File: src/rtl/serial_frame_ctrl.sv
// Start-bit-aligned serial frame receiver that drops bad frames and queues good ones for a valid/ready consumer.
// Latency: a good frame reaches msg_valid/msg_data 1 clock after its stop-bit strobe.
// Backpressure: the FIFO fills while msg_ready is low; a good frame arriving when it is full is dropped and overrun pulses.
module serial_frame_ctrl #(
    parameter int DATA_WIDTH = 8,
    parameter int PARITY_EN  = 1,
    parameter int ODD_PARITY = 0,
    parameter int FIFO_DEPTH = 4
) (
    input  logic                  clock,
    input  logic                  reset_n,
    input  logic                  serial_in,
    input  logic                  bit_valid,
    output logic [DATA_WIDTH-1:0] msg_data,
    output logic                  msg_valid,
    input  logic                  msg_ready,
    output logic                  busy,
    output logic                  parity_err,
    output logic                  frame_err,
    output logic                  overrun
);

    localparam int PW = $clog2(FIFO_DEPTH);
    localparam int CW = PW + 1;
    localparam int BW = $clog2(DATA_WIDTH + 1);
    localparam logic [BW-1:0] LAST_BIT = BW'(DATA_WIDTH - 1);
    localparam logic [CW-1:0] FULL_CNT = CW'(FIFO_DEPTH);

    typedef enum logic [1:0] {IDLE, DATA, PARITY, STOP} state_t;

    state_t                  state, state_nxt;
    logic [DATA_WIDTH-1:0]   shift_reg;
    logic [BW-1:0]           bit_cnt;
    logic                    parity_bit;
    logic [DATA_WIDTH-1:0]   mem [FIFO_DEPTH];
    logic [PW-1:0]           wr_ptr, rd_ptr;
    logic [CW-1:0]           count;

    logic stop_evt, parity_ok, good, full, push, pop;

    always_ff @(posedge clock or negedge reset_n) begin
        if (!reset_n) state <= IDLE;
        else          state <= state_nxt;
    end

    always_comb begin
        state_nxt = state;
        if (bit_valid) begin
            case (state)
                IDLE:    if (!serial_in) state_nxt = DATA;
                DATA:    if (bit_cnt == LAST_BIT) state_nxt = (PARITY_EN != 0) ? PARITY : STOP;
                PARITY:  state_nxt = STOP;
                STOP:    state_nxt = IDLE;
                default: state_nxt = IDLE;
            endcase
        end
    end

    always_ff @(posedge clock or negedge reset_n) begin
        if (!reset_n) begin
            shift_reg  <= '0;
            bit_cnt    <= '0;
            parity_bit <= 1'b0;
        end else if (bit_valid) begin
            case (state)
                IDLE:    if (!serial_in) bit_cnt <= '0;
                DATA: begin
                    // LSB arrives first, so each new bit enters at the top and walks down.
                    shift_reg <= {serial_in, shift_reg[DATA_WIDTH-1:1]};
                    bit_cnt   <= bit_cnt + 1'b1;
                end
                PARITY:  parity_bit <= serial_in;
                default: ;
            endcase
        end
    end

    assign stop_evt  = (state == STOP) && bit_valid;
    assign parity_ok = (PARITY_EN == 0) || (((^shift_reg) ^ parity_bit) == 1'(ODD_PARITY));
    assign good      = stop_evt && serial_in && parity_ok;
    assign full      = (count == FULL_CNT);
    assign pop       = msg_valid && msg_ready;
    // A simultaneous pop frees the head slot, so a full FIFO can still take the frame.
    assign push      = good && (!full || pop);

    always_ff @(posedge clock or negedge reset_n) begin
        if (!reset_n) begin
            frame_err  <= 1'b0;
            parity_err <= 1'b0;
            overrun    <= 1'b0;
        end else begin
            frame_err  <= stop_evt && !serial_in;
            parity_err <= stop_evt && serial_in && !parity_ok;
            overrun    <= good && full && !pop;
        end
    end

    always_ff @(posedge clock) begin
        if (push) mem[wr_ptr] <= shift_reg;
    end

    always_ff @(posedge clock or negedge reset_n) begin
        if (!reset_n) begin
            wr_ptr <= '0;
            rd_ptr <= '0;
            count  <= '0;
        end else begin
            if (push) wr_ptr <= wr_ptr + 1'b1;
            if (pop)  rd_ptr <= rd_ptr + 1'b1;
            case ({push, pop})
                2'b10:   count <= count + 1'b1;
                2'b01:   count <= count - 1'b1;
                default: count <= count;
            endcase
        end
    end

    assign msg_valid = (count != '0);
    assign msg_data  = msg_valid ? mem[rd_ptr] : '0;
    assign busy      = (state != IDLE);

endmodule

File: config.mk
export PLATFORM = sky130hd
export DESIGN_NAME = serial_frame_ctrl
export DESIGN_NICKNAME = d
export VERILOG_FILES = /design/src/rtl/serial_frame_ctrl.sv
export SDC_FILE = /design/constraint.sdc
export NUM_CORES = 1
export LEC_CHECK = 0
export BUFFER_PORTS_ARGS = -buffer_cell sky130_fd_sc_hd__buf_2
export CAP_MARGIN = 15
export CORE_MARGIN = 10
export CORE_UTILIZATION = 45
export CTS_CLUSTER_SIZE = 30
export DETAILED_ROUTE_END_ITERATION = 8
export PLACE_DENSITY = 0.69
export SLEW_MARGIN = 20
export SYNTH_ARGS = -nofsm -noshare
export SYNTH_HDL_FRONTEND = slang
export SYNTH_SLANG_ARGS = --single-unit
File: constraint.sdc
create_clock -name clock -period 3.5 [get_ports clock]
set_input_delay 0.7 -clock clock [delete_from_list [all_inputs] [get_ports clock]]
set_output_delay 0.7 -clock clock [all_outputs]
set_load 0.01 [all_outputs]
==> metrics.md, run 1 <==
| Metric | Value |
|---|---|
| Status | `finished, final reports clean` |
| Clock power frac | `24.2%` |
| Beginning of the worst register-to-register path | `shift_reg[2]` |
| Max cap viols | `0` |
| Diode count | `0` |
| CTS Hold Bufs | `0` |
| Multi-input logic area | `947 um2` |
| Crit path buf inv count | `2` |
| Number of synthesized register bits | `57` |
| PortBufs | `17` |
| Die footprint | `9200 um2` |
| RSZ-0062 raised after global routing | `false` |
| Hpwl dp | `2920 um` |
| Period minus WS final | `2.63 ns` |
| Synth warn | `0` |
| Fillers | `474` |
| Max FFs per register | `32` |
| Core area | `5540 um2` |
| Final hold vios | `0` |
| Worst rel slew slack | `59.1%` |
| Most common cell after layout, fill and taps aside | `edfxtp_1` |
| Sw Share | `32.2%` |
| Chip width | `95.9 um` |
| Setup bufs post-CTS | `0` |
| Chip height | `95.9 um` |
| I/O Pins | `18` |
| Psw | `0.910 mW` |
| Crit start category | `flip-flop` |
| Max FO, Critical Path | `7` |
| Resized cells post-CTS | `0` |
| Vias in the first global route | `1468` |
| CTS max path bufs | `2` |
| Num CTS Buffers | `9` |
| Post-Synthesis Cells | `175` |
| Highest-count cells in the layout ignoring fill and taps | `edfxtp_1, dfrtp_1, buf_2` |
| Initial antenna violation count | `0` |
| Max Transition Viols Final | `0` |
| CTS tree | `done` |
| Most frequent cell on the critical path | `xor2_1` |
| Slowest stage delay, CP | `0.48 ns` |
| P&R area growth vs syn | `14.8%` |
| Internal | `1.92 mW` |
| Share of cells above drive strength 1 | `28.6%` |
| Grt total ovfl | `0` |
| Share of the yosys chip area belonging to registers | `61.1%` |
| Fin worst setup slack | `0.867 ns` |
| Setup Crit Path Kind | `reg2reg` |
| DR pass1 iterations | `4` |
| Register area | `1590 um2` |
| Crit path required time | `3.76 ns` |
| CTS H-tree depth | `3` |
| Clock-pin slew on the worst setup and hold paths | `0.06 ns` |
| Antenna-violating nets left | `0` |
| Final #Nets | `214` |
| Insertion delay to the later sink of the worst-skew pair | `0.33 ns` |
| Final setup vio count | `0` |
| Lkg Pwr | `1.21 nW` |
| Hold Path Class | `in2async` |
| Power per cell area | `949 nW/um2` |
| Comb pwr share | `35.3%` |
| Via Count | `1424` |
| Via density | `5.18` |
| Synth unique cells | `35` |
| Starting Density | `46.8%` |
| Setup TNS | `0 ns` |
| DRT iter0 DRCs | `48` |
| Routed len/inst | `15.3 um` |
| Syn Nets | `191` |
| Tightest Pin Transition | `0.605 ns` |
| Clock sinks | `57` |
| CTS root buf | `clkbuf_8` |
| Placement Setup Slack | `0.538 ns` |
| Global-route wire length before repair | `7040 um` |
| Largest net degree at the start of global routing | `26` |
| Slowest CP cell | `xnor3_1` |
| Tot GR Track Use | `10.4%` |
| Final worst-path cycle share | `75.2%` |
| Worst setup path startpoint | `shift_reg[2]` |
| Clock skew | `0.00478 ns` |
| Top Family by Delay on Critical Path | `XOR/XNOR gates` |
| CP Cell Sequence | `xor2_1 > xnor3_1 > mux2_4 > inv_1 > ha_1 > inv_1 > fa_1 > xor2_1 > nor2_1 > xor2_1` |
| Routed wire length | `4210 um` |
| Fmax | `380 MHz` |
| DRC | `0` |
| Post-Synthesis Cell Area | `2590 um2` |
| Avg Cell Area, Syn | `14.8 um2` |
| Flop pwr share | `40.4%` |
| Worst Setup End Kind | `flip-flop` |
| GPL Wtd Cong | `0.773` |
| Worst EP arrival | `2.89 ns` |
| Row cnt | `27` |
| Peak VDD IR | `0.499 mV` |
## power groups by stage
stage               Sequential [mW]  Combinational [mW]  Clock [mW]
global route                   1.18                1.12       0.738
global placement               1.16               0.994           0
detailed placement             1.16                1.01           0
CTS                            1.15                1.02       0.705
floorplan                      1.06               0.849           0
finish                         1.14               0.999       0.685
## layout make-up
| cell class | count | area share (%) |
|---|---|---|
| multi-input cells | 102 | 31.8 |
| clock inverters | 5 | 2.60 |
| inverters | 11 | 1.39 |
| well taps | 72 | 3.02 |
| repair buffers | 17 | 2.86 |
| clock buffers | 11 | 5.08 |
| flip-flops and latches | 57 | 53.3 |
## cells in the mapped netlist, drive strengths merged
master | n | area [um2]
nor2 | 5 | 18.8
clkbuf | 4 | 15.0
xor2 | 4 | 35.0
ha | 10 | 125
nor2b | 2 | 12.5
and3 | 1 | 6.26
nor3 | 1 | 5.00
a32oi | 1 | 8.76
inv | 11 | 41.3
xnor3 | 2 | 45.0
o221ai | 1 | 8.76
nor4 | 1 | 6.26
mux2 | 12 | 143
buf | 1 | 5.00
mux4 | 8 | 180
nor4b | 1 | 8.76
fa | 1 | 20.0
or3 | 1 | 6.26
nand3b | 1 | 7.51
mux2i | 2 | 20.0
a31oi | 1 | 6.26
nand2 | 10 | 37.5
dfrtp | 25 | 626
o21ai | 3 | 15.0
a221o | 1 | 10.0
edfxtp | 32 | 961
a21oi | 6 | 30.0
nand4 | 2 | 12.5
xnor2 | 6 | 52.6
nor3b | 2 | 15.0
a21bo | 1 | 10.0
and2 | 13 | 86.3
nand3 | 3 | 15.0
## metal layers
metal,up-vias,GRT usage (%),routed length [um]
li1,678,-,-
met4,0,5.90,74
met5,-,0,0
met1,710,11.9,1810
met3,7,3.74,219
met2,29,16.4,2100
## per-stage QoR
step / cell area [um2] / hold WS [ns] / power [mW] / cells / util (%)
final: 2980 / 0.362 / 2.83 / 275 / 53.8
after global routing: 2980 / 0.388 / 3.04 / 275 / 53.8
after CTS: 2980 / 0.369 / 2.87 / 275 / 53.8
after detailed placement: 2750 / 0.478 / 2.18 / 259 / 49.6
after global placement: 2750 / 0.481 / 2.15 / 259 / 49.6
after floorplan: 2590 / 0.404 / 1.91 / 175 / -
## path summary, 6_finish.rpt
path,endpoint,slack (ns),depth (start not counted)
max,count[2],0.87,10
min,state[1],0.36,1
max reg2reg,count[2],0.87,10
min reg2reg,count[2],0.49,1
max in group asynchronous,shift_reg[3],2.76,1
min in group clock,count[2],0.49,1
## cell families (layout without fill, tap and decap cells)
group | Yosys count | after routing | share of synthesized area [%]
xor gates and xnor gates | 12 | 12 | 5.11
buffers and inverters | 16 | 44 | 2.36
adders and majority gates | 11 | 11 | 5.59
muxes | 22 | 22 | 13.2
DFF | 57 | 57 | 61.1
and+or+nand+nor | 43 | 43 | 9.16
AOI/OAI and AO/OA | 14 | 14 | 3.42
Note: power is estimated with default switching activity, not from simulation.
==> inputs of run 2 (changes only) <==
==> constraint.sdc (replaced) <==
create_clock -name clock -period 2.5 [get_ports clock]
set_input_delay 0.5 -clock clock [delete_from_list [all_inputs] [get_ports clock]]
set_output_delay 0.5 -clock clock [all_outputs]
set_load 0.01 [all_outputs]
==> metrics.md, run 2 (synthesized netlist as in run 1, its figures left out) <==
| Metric | Value |
|---|---|
| Status | `finished, final reports clean (unchanged)` |
| Crit path required time | `2.75 ns (was 3.76 ns)` |
| Clock sinks | `57 (unchanged)` |
| Comb pwr share | `42.4% (was 35.3%)` |
| Sw Share | `31.3% (was 32.2%)` |
| Routed len/inst | `15.6 um (was 15.3 um)` |
| Crit start category | `flip-flop (unchanged)` |
| Max FFs per register | `32 (unchanged)` |
| RSZ-0062 raised after global routing | `true (was false)` |
| Highest-count cells in the layout ignoring fill and taps | `edfxtp_1, dfrtp_1, buf_2 (unchanged)` |
| Worst Setup End Kind | `flip-flop (unchanged)` |
| Psw | `1.33 mW (was 0.910 mW)` |
| Starting Density | `46.8% (unchanged)` |
| DRC | `0 (unchanged)` |
| Power per cell area | `1370 nW/um2 (was 949 nW/um2)` |
| Peak VDD IR | `0.646 mV (was 0.499 mV)` |
| I/O Pins | `18 (unchanged)` |
| CTS max path bufs | `2 (unchanged)` |
| Smallest hold slack | `0.163 ns (was 0.362 ns)` |
| CTS root buf | `clkbuf_8 (unchanged)` |
| Hpwl dp | `3110 um (was 2920 um)` |
| Tightest Pin Transition | `0.572 ns (was 0.605 ns)` |
| GPL Wtd Cong | `0.723 (was 0.773)` |
| CTS H-tree depth | `3 (unchanged)` |
| Tot GR Track Use | `10.9% (was 10.4%)` |
| Placed Cells | `272 (was 259)` |
| Cell area after layout | `3110 um2 (was 2980 um2)` |
| Initial antenna violation count | `0 (unchanged)` |
| Vias in the first global route | `1576 (was 1468)` |
| Chip height | `95.9 um (unchanged)` |
| Core area | `5540 um2 (unchanged)` |
| Period minus WS final | `2.48 ns (was 2.63 ns)` |
| Global-route wire length before repair | `7570 um (was 7040 um)` |
| Worst rel slew slack | `61.9% (was 59.1%)` |
| Final Non-Filler Cells | `290 (was 275)` |
| Final hold vios | `0 (unchanged)` |
| Final setup vio count | `0 (unchanged)` |
| DR pass1 iterations | `4 (unchanged)` |
| PortBufs | `17 (unchanged)` |
| Flop pwr share | `35.1% (was 40.4%)` |
| Final worst-path cycle share | `99.3% (was 75.2%)` |
| Worst EP arrival | `2.73 ns (was 2.89 ns)` |
| Row cnt | `27 (unchanged)` |
| DRT iter0 DRCs | `45 (was 48)` |
| Clock-pin slew on the worst setup and hold paths | `0.06 ns (about the same)` |
| Cell Area, Placed | `2850 um2 (was 2750 um2)` |
| P&R area growth vs syn | `19.8% (was 14.8%)` |
| Diode count | `0 (unchanged)` |
| Chip width | `95.9 um (unchanged)` |
| Largest net degree at the start of global routing | `26 (unchanged)` |
| Fmax | `403 MHz (was 380 MHz)` |
| Antenna-violating nets left | `0 (unchanged)` |
| Hold Path Class | `in2async (unchanged)` |
| Setup TNS | `0 ns (unchanged)` |
| Via Count | `1479 (was 1424)` |
| Routed wire length | `4520 um (was 4210 um)` |
| Max FO, Critical Path | `2 (was 7)` |
| Clock power frac | `22.4% (was 24.2%)` |
| Max cap viols | `0 (unchanged)` |
| Final #Nets | `229 (was 214)` |
| Grt total ovfl | `0 (unchanged)` |
| Die footprint | `9200 um2 (unchanged)` |
| Core occupancy in the finished layout | `56.1% (was 53.8%)` |
| Num CTS Buffers | `9 (unchanged)` |
| Via density | `5.10 (was 5.18)` |
| Internal | `2.92 mW (was 1.92 mW)` |
| Lkg Pwr | `1.28 nW (was 1.21 nW)` |
| Setup Crit Path Kind | `reg2reg (unchanged)` |
| Share of cells above drive strength 1 | `34.4% (was 28.6%)` |
| Most common cell after layout, fill and taps aside | `edfxtp_1 (unchanged)` |
| Max Transition Viols Final | `0 (unchanged)` |
| Clock skew | `0.00800 ns (was 0.00478 ns)` |
| CTS tree | `done (unchanged)` |
| Insertion delay to the later sink of the worst-skew pair | `0.33 ns (about the same)` |
-- run 2: power groups by stage --
stage	logic [mW]	clock network (mW)	registers, mW
2_1_floorplan	1.19	0	1.48
3_3_place_gp	1.63	0	1.50
3_5_place_dp	1.67	0	1.50
4_1_cts	1.75	0.970	1.49
5_1_grt	2.03	1.01	1.52
6_report	1.80	0.953	1.49
-- run 2: layout make-up --
class	count	area, um2
timing repair buffer	32	198
fill	451	2430
sequential	57	1590
inverter	11	43.8
multi-input combinational	102	968
clock buffer	13	159
clock inverter	3	63.8
tap	72	90.1
-- run 2: metrics by stage --
step | worst slack (ns) | power (mW)
floorplan | 0.0527 | 2.67
global placement | 0.0435 | 3.12
detailed placement | -0.0302 | 3.17
CTS | 0.0185 | 4.21
global route | -0.122 | 4.57
finish | 0.0174 | 4.25
-- run 2: per-layer routing --
layer | GRT usage [%] | routed length, um
met4 | 5.90 | 58
met2 | 17.6 | 2300
met3 | 2.88 | 212
met1 | 13.0 | 1940
met5 | 0 | 0
-- run 2: final timing paths --
| kind | from | endpoint | slack (ns) | cells past startpoint |
|---|---|---|---|---|
| worst max-delay path | shift_reg[5] | count[2] | 0.02 | 10 |
| worst min-delay path | reset_n | state[1] | 0.16 | 1 |
| worst max register to register | shift_reg[5] | count[2] | 0.02 | 10 |
| worst min register to register | count[2] | count[2] | 0.49 | 1 |
| max in group asynchronous | reset_n | shift_reg[0] | 1.95 | 1 |
| min in group clock | serial_in | frame_err | 0.44 | 2 |
-- run 2: repair_timing --
item,in CTS,in global routing
endpoints found under the setup margin,1,1
pin swaps,4,5
resized for setup,2,5
setup buffers,1,1
endpoints found under the hold margin,0,0
hold buffers,0,0
-- run 2: critical path, cell delays in order, from the launching register on --
cell     delay [ns]
dfrtp_1        0.40
xor2_1         0.20
xnor3_1        0.46
mux2_4         0.33
inv_4          0.06
ha_4           0.13
inv_2          0.04
fa_2           0.37
xor2_1         0.14
nor2_1         0.11
xor2_1         0.15
==> inputs of run 3 (changes only) <==
--- a/config.mk
+++ b/config.mk
@@ -7,11 +7,13 @@
 export LEC_CHECK = 0
 export BUFFER_PORTS_ARGS = -buffer_cell sky130_fd_sc_hd__buf_2
 export CAP_MARGIN = 15
+export CELL_PAD_IN_SITES_DETAIL_PLACEMENT = 0
+export CELL_PAD_IN_SITES_GLOBAL_PLACEMENT = 2
 export CORE_MARGIN = 10
-export CORE_UTILIZATION = 45
+export CORE_UTILIZATION = 38
 export CTS_CLUSTER_SIZE = 30
 export DETAILED_ROUTE_END_ITERATION = 8
-export PLACE_DENSITY = 0.69
+export PLACE_DENSITY = 0.77
 export SLEW_MARGIN = 20
 export SYNTH_ARGS = -nofsm -noshare
 export SYNTH_HDL_FRONTEND = slang
==> metrics.md, run 3 (synthesized netlist as in run 1, its figures left out) <==
| Metric | Value |
|---|---|
| Crit path required time | `2.74 ns (was 2.75 ns)` |
| Worst rel slew slack | `60.4% (was 61.9%)` |
| Power per cell area | `1320 nW/um2 (was 1370 nW/um2)` |
| Grt total ovfl | `0 (unchanged)` |
| DR pass1 iterations | `4 (unchanged)` |
| RSZ-0062 raised after global routing | `true (unchanged)` |
| Insertion delay to the later sink of the worst-skew pair | `0.32 ns (was 0.33 ns)` |
| Final setup vio count | `0 (unchanged)` |
| Final hold vios | `0 (unchanged)` |
| Via density | `5.04 (was 5.10)` |
| Max cap viols | `0 (unchanged)` |
| Worst Setup End Kind | `flip-flop (unchanged)` |
| Slowest CP cell | `xnor3_1 (unchanged)` |
| P&R area growth vs syn | `18.5% (was 19.8%)` |
| Via Count | `1493 (was 1479)` |
| Core occupancy in the finished layout | `45.8% (was 56.1%)` |
| Lkg Pwr | `1.26 nW (was 1.28 nW)` |
| Largest net degree at the start of global routing | `26 (unchanged)` |
| Placed Cells | `276 (was 272)` |
| Reg2Reg Setup Slack | `0.01 ns (was 0.02 ns)` |
| Slowest stage delay, CP | `0.45 ns (was 0.46 ns)` |
| Fin worst setup slack | `0.0136 ns (was 0.0174 ns)` |
| Final worst-path cycle share | `99.5% (was 99.3%)` |
| Fmax | `402 MHz (was 403 MHz)` |
| Row cnt | `30 (was 27)` |
| Antenna-violating nets left | `0 (unchanged)` |
| CP Cell Sequence | `xnor2_2 > xnor3_1 > mux2_4 > inv_4 > ha_4 > inv_2 > fa_2 > xor2_1 > nor2_1 > xor2_1 (was xor2_1 > xnor3_1 > mux2_4 > inv_4 > ha_4 > inv_2 > fa_2 > xor2_1 > nor2_1 > xor2_1)` |
| DRT iter0 DRCs | `71 (was 45)` |
| Clock sinks | `57 (unchanged)` |
| Clock power frac | `20.2% (was 22.4%)` |
| Flop pwr share | `37.3% (was 35.1%)` |
| Psw | `1.34 mW (was 1.33 mW)` |
| Routed len/inst | `15.7 um (was 15.6 um)` |
| Highest-count cells in the layout ignoring fill and taps | `edfxtp_1, dfrtp_1, buf_2 (unchanged)` |
| Diode count | `0 (unchanged)` |
| Reg-to-Reg End | `count[2] (unchanged)` |
| Num CTS Buffers | `9 (unchanged)` |
| CTS max path bufs | `2 (unchanged)` |
| Setup Crit Path Kind | `reg2reg (unchanged)` |
| Share of cells above drive strength 1 | `35.2% (was 34.4%)` |
| Worst EP arrival | `2.73 ns (about the same)` |
| CTS Hold Bufs | `0 (unchanged)` |
| Crit path buf inv count | `2 (unchanged)` |
| Top Family by Delay on Critical Path | `XOR/XNOR gates (unchanged)` |
| Global-route wire length before repair | `7820 um (was 7570 um)` |
| Most frequent cell on the critical path | `xor2_1 (unchanged)` |
| Beginning of the worst register-to-register path | `shift_reg[7] (was shift_reg[5])` |
| Tot GR Track Use | `9.76% (was 10.9%)` |
| Clock skew | `0.00739 ns (was 0.00800 ns)` |
| Hpwl dp | `3260 um (was 3110 um)` |
| Peak VDD IR | `0.484 mV (was 0.646 mV)` |
| Die footprint | `10500 um2 (was 9200 um2)` |
| Final Non-Filler Cells | `296 (was 290)` |
| Vias in the first global route | `1622 (was 1576)` |
| Core area | `6720 um2 (was 5540 um2)` |
| Reg2reg path depth | `10 (unchanged)` |
| Chip height | `103 um (was 95.9 um)` |
| Comb pwr share | `42.5% (was 42.4%)` |
| Final #Nets | `227 (was 229)` |
| DRC | `0 (unchanged)` |
| Smallest hold slack | `0.178 ns (was 0.163 ns)` |
| I/O Pins | `18 (unchanged)` |
| Hold Path Class | `in2async (unchanged)` |
| PortBufs | `17 (unchanged)` |
| Routed wire length | `4650 um (was 4520 um)` |
| CTS root buf | `clkbuf_8 (unchanged)` |
| CTS H-tree depth | `3 (unchanged)` |
| Fillers | `584 (was 451)` |
| GPL Wtd Cong | `0.865 (was 0.723)` |
| Initial antenna violation count | `0 (unchanged)` |
| Max FO, Critical Path | `4 (was 2)` |
| Starting Density | `38.6% (was 46.8%)` |
| Tightest Pin Transition | `0.594 ns (was 0.572 ns)` |
| CTS tree | `done (unchanged)` |
| Internal | `2.73 mW (was 2.92 mW)` |
| Max Transition Viols Final | `0 (unchanged)` |
| Period minus WS final | `2.49 ns (was 2.48 ns)` |
| Sw Share | `32.9% (was 31.3%)` |
| Crit start category | `flip-flop (unchanged)` |
| Chip width | `103 um (was 95.9 um)` |
| Most common cell after layout, fill and taps aside | `edfxtp_1 (unchanged)` |
| Status | `finished, final reports clean (unchanged)` |
| Placement Setup Slack | `-0.0493 ns (was -0.0302 ns)` |
| Max FFs per register | `32 (unchanged)` |
| Clock-pin slew on the worst setup and hold paths | `0.06 ns (about the same)` |
-- run 3: cell count changes in the layout (fill, tap and decap cells not counted), moves of 2 or more --
cell	delta
dfrtp_1	-2
clkinv_2	+3
buf_4	-2
dfrtp_2	+2
-- run 3: repair_timing --
item | 4_1_cts | 5_1_grt
setup buffers | 0 | 4
resized for setup | 0 | 9
endpoints found under the setup margin | 0 | 1
-- run 3: worst max path at each step --
stage / cells past startpoint / slack [ns] / from / endpoint
6_report: 10 / 0.01 / shift_reg[7] / count[2]
5_1_grt: 10 / -0.13 / shift_reg[7] / count[2]
4_1_cts: 10 / 0.01 / shift_reg[0] / count[2]
3_5_place_dp: 12 / -0.05 / msg_ready / count[2]
3_3_place_gp: 12 / 0.06 / msg_ready / count[2]
2_1_floorplan: 10 / 0.05 / shift_reg[2] / count[2]
-- run 3: worst reg2reg max path: stages (launching register included) --
cell and delay [ns]:
dfrtp_2 0.44, xnor2_2 0.17, xnor3_1 0.45, mux2_4 0.33
inv_4 0.06, ha_4 0.13, inv_2 0.04, fa_2 0.37
xor2_1 0.15, nor2_1 0.12, xor2_1 0.16
-- run 3: area by class of cell --
| type | instances | area, um2 | share of cell area [%] |
|---|---|---|---|
| timing repair buffer | 30 | 183 | 5.94 |
| clock inverter | 4 | 45.0 | 1.46 |
| sequential | 57 | 1590 | 51.7 |
| inverter | 11 | 43.8 | 1.42 |
| clock buffer | 12 | 145 | 4.72 |
| tap | 80 | 100 | 3.25 |
| multi-input combinational | 102 | 970 | 31.5 |
-- run 3: power by group through the flow --
| stage | Sequential, mW | Clock, mW | Combinational [mW] |
|---|---|---|---|
| floorplan | 1.48 | 0 | 1.19 |
| finish | 1.52 | 0.821 | 1.73 |
| global route | 1.56 | 0.899 | 1.93 |
| detailed placement | 1.55 | 0 | 1.60 |
| global placement | 1.52 | 0 | 1.54 |
| CTS | 1.53 | 0.850 | 1.61 |
-- run 3: stage by stage --
| stage | power (mW) | TNS, ns | cell area [um2] |
|---|---|---|---|
| global placement | 3.06 | 0 | 2830 |
| global route | 4.39 | -0.131 | 3080 |
| CTS | 3.99 | 0 | 3020 |
| floorplan | 2.67 | 0 | 2590 |
| detailed placement | 3.15 | -0.0493 | 2830 |
| finish | 4.07 | 0 | 3080 |
-- run 3: metal layers --
layer	vias to the layer above	part of all wire [%]	track usage [%]
met5	-	0	0
met4	0	0.73	3.47
met3	4	4.8	4.29
met2	25	51	16.1
met1	757	43	11.0
li1	707	-	-
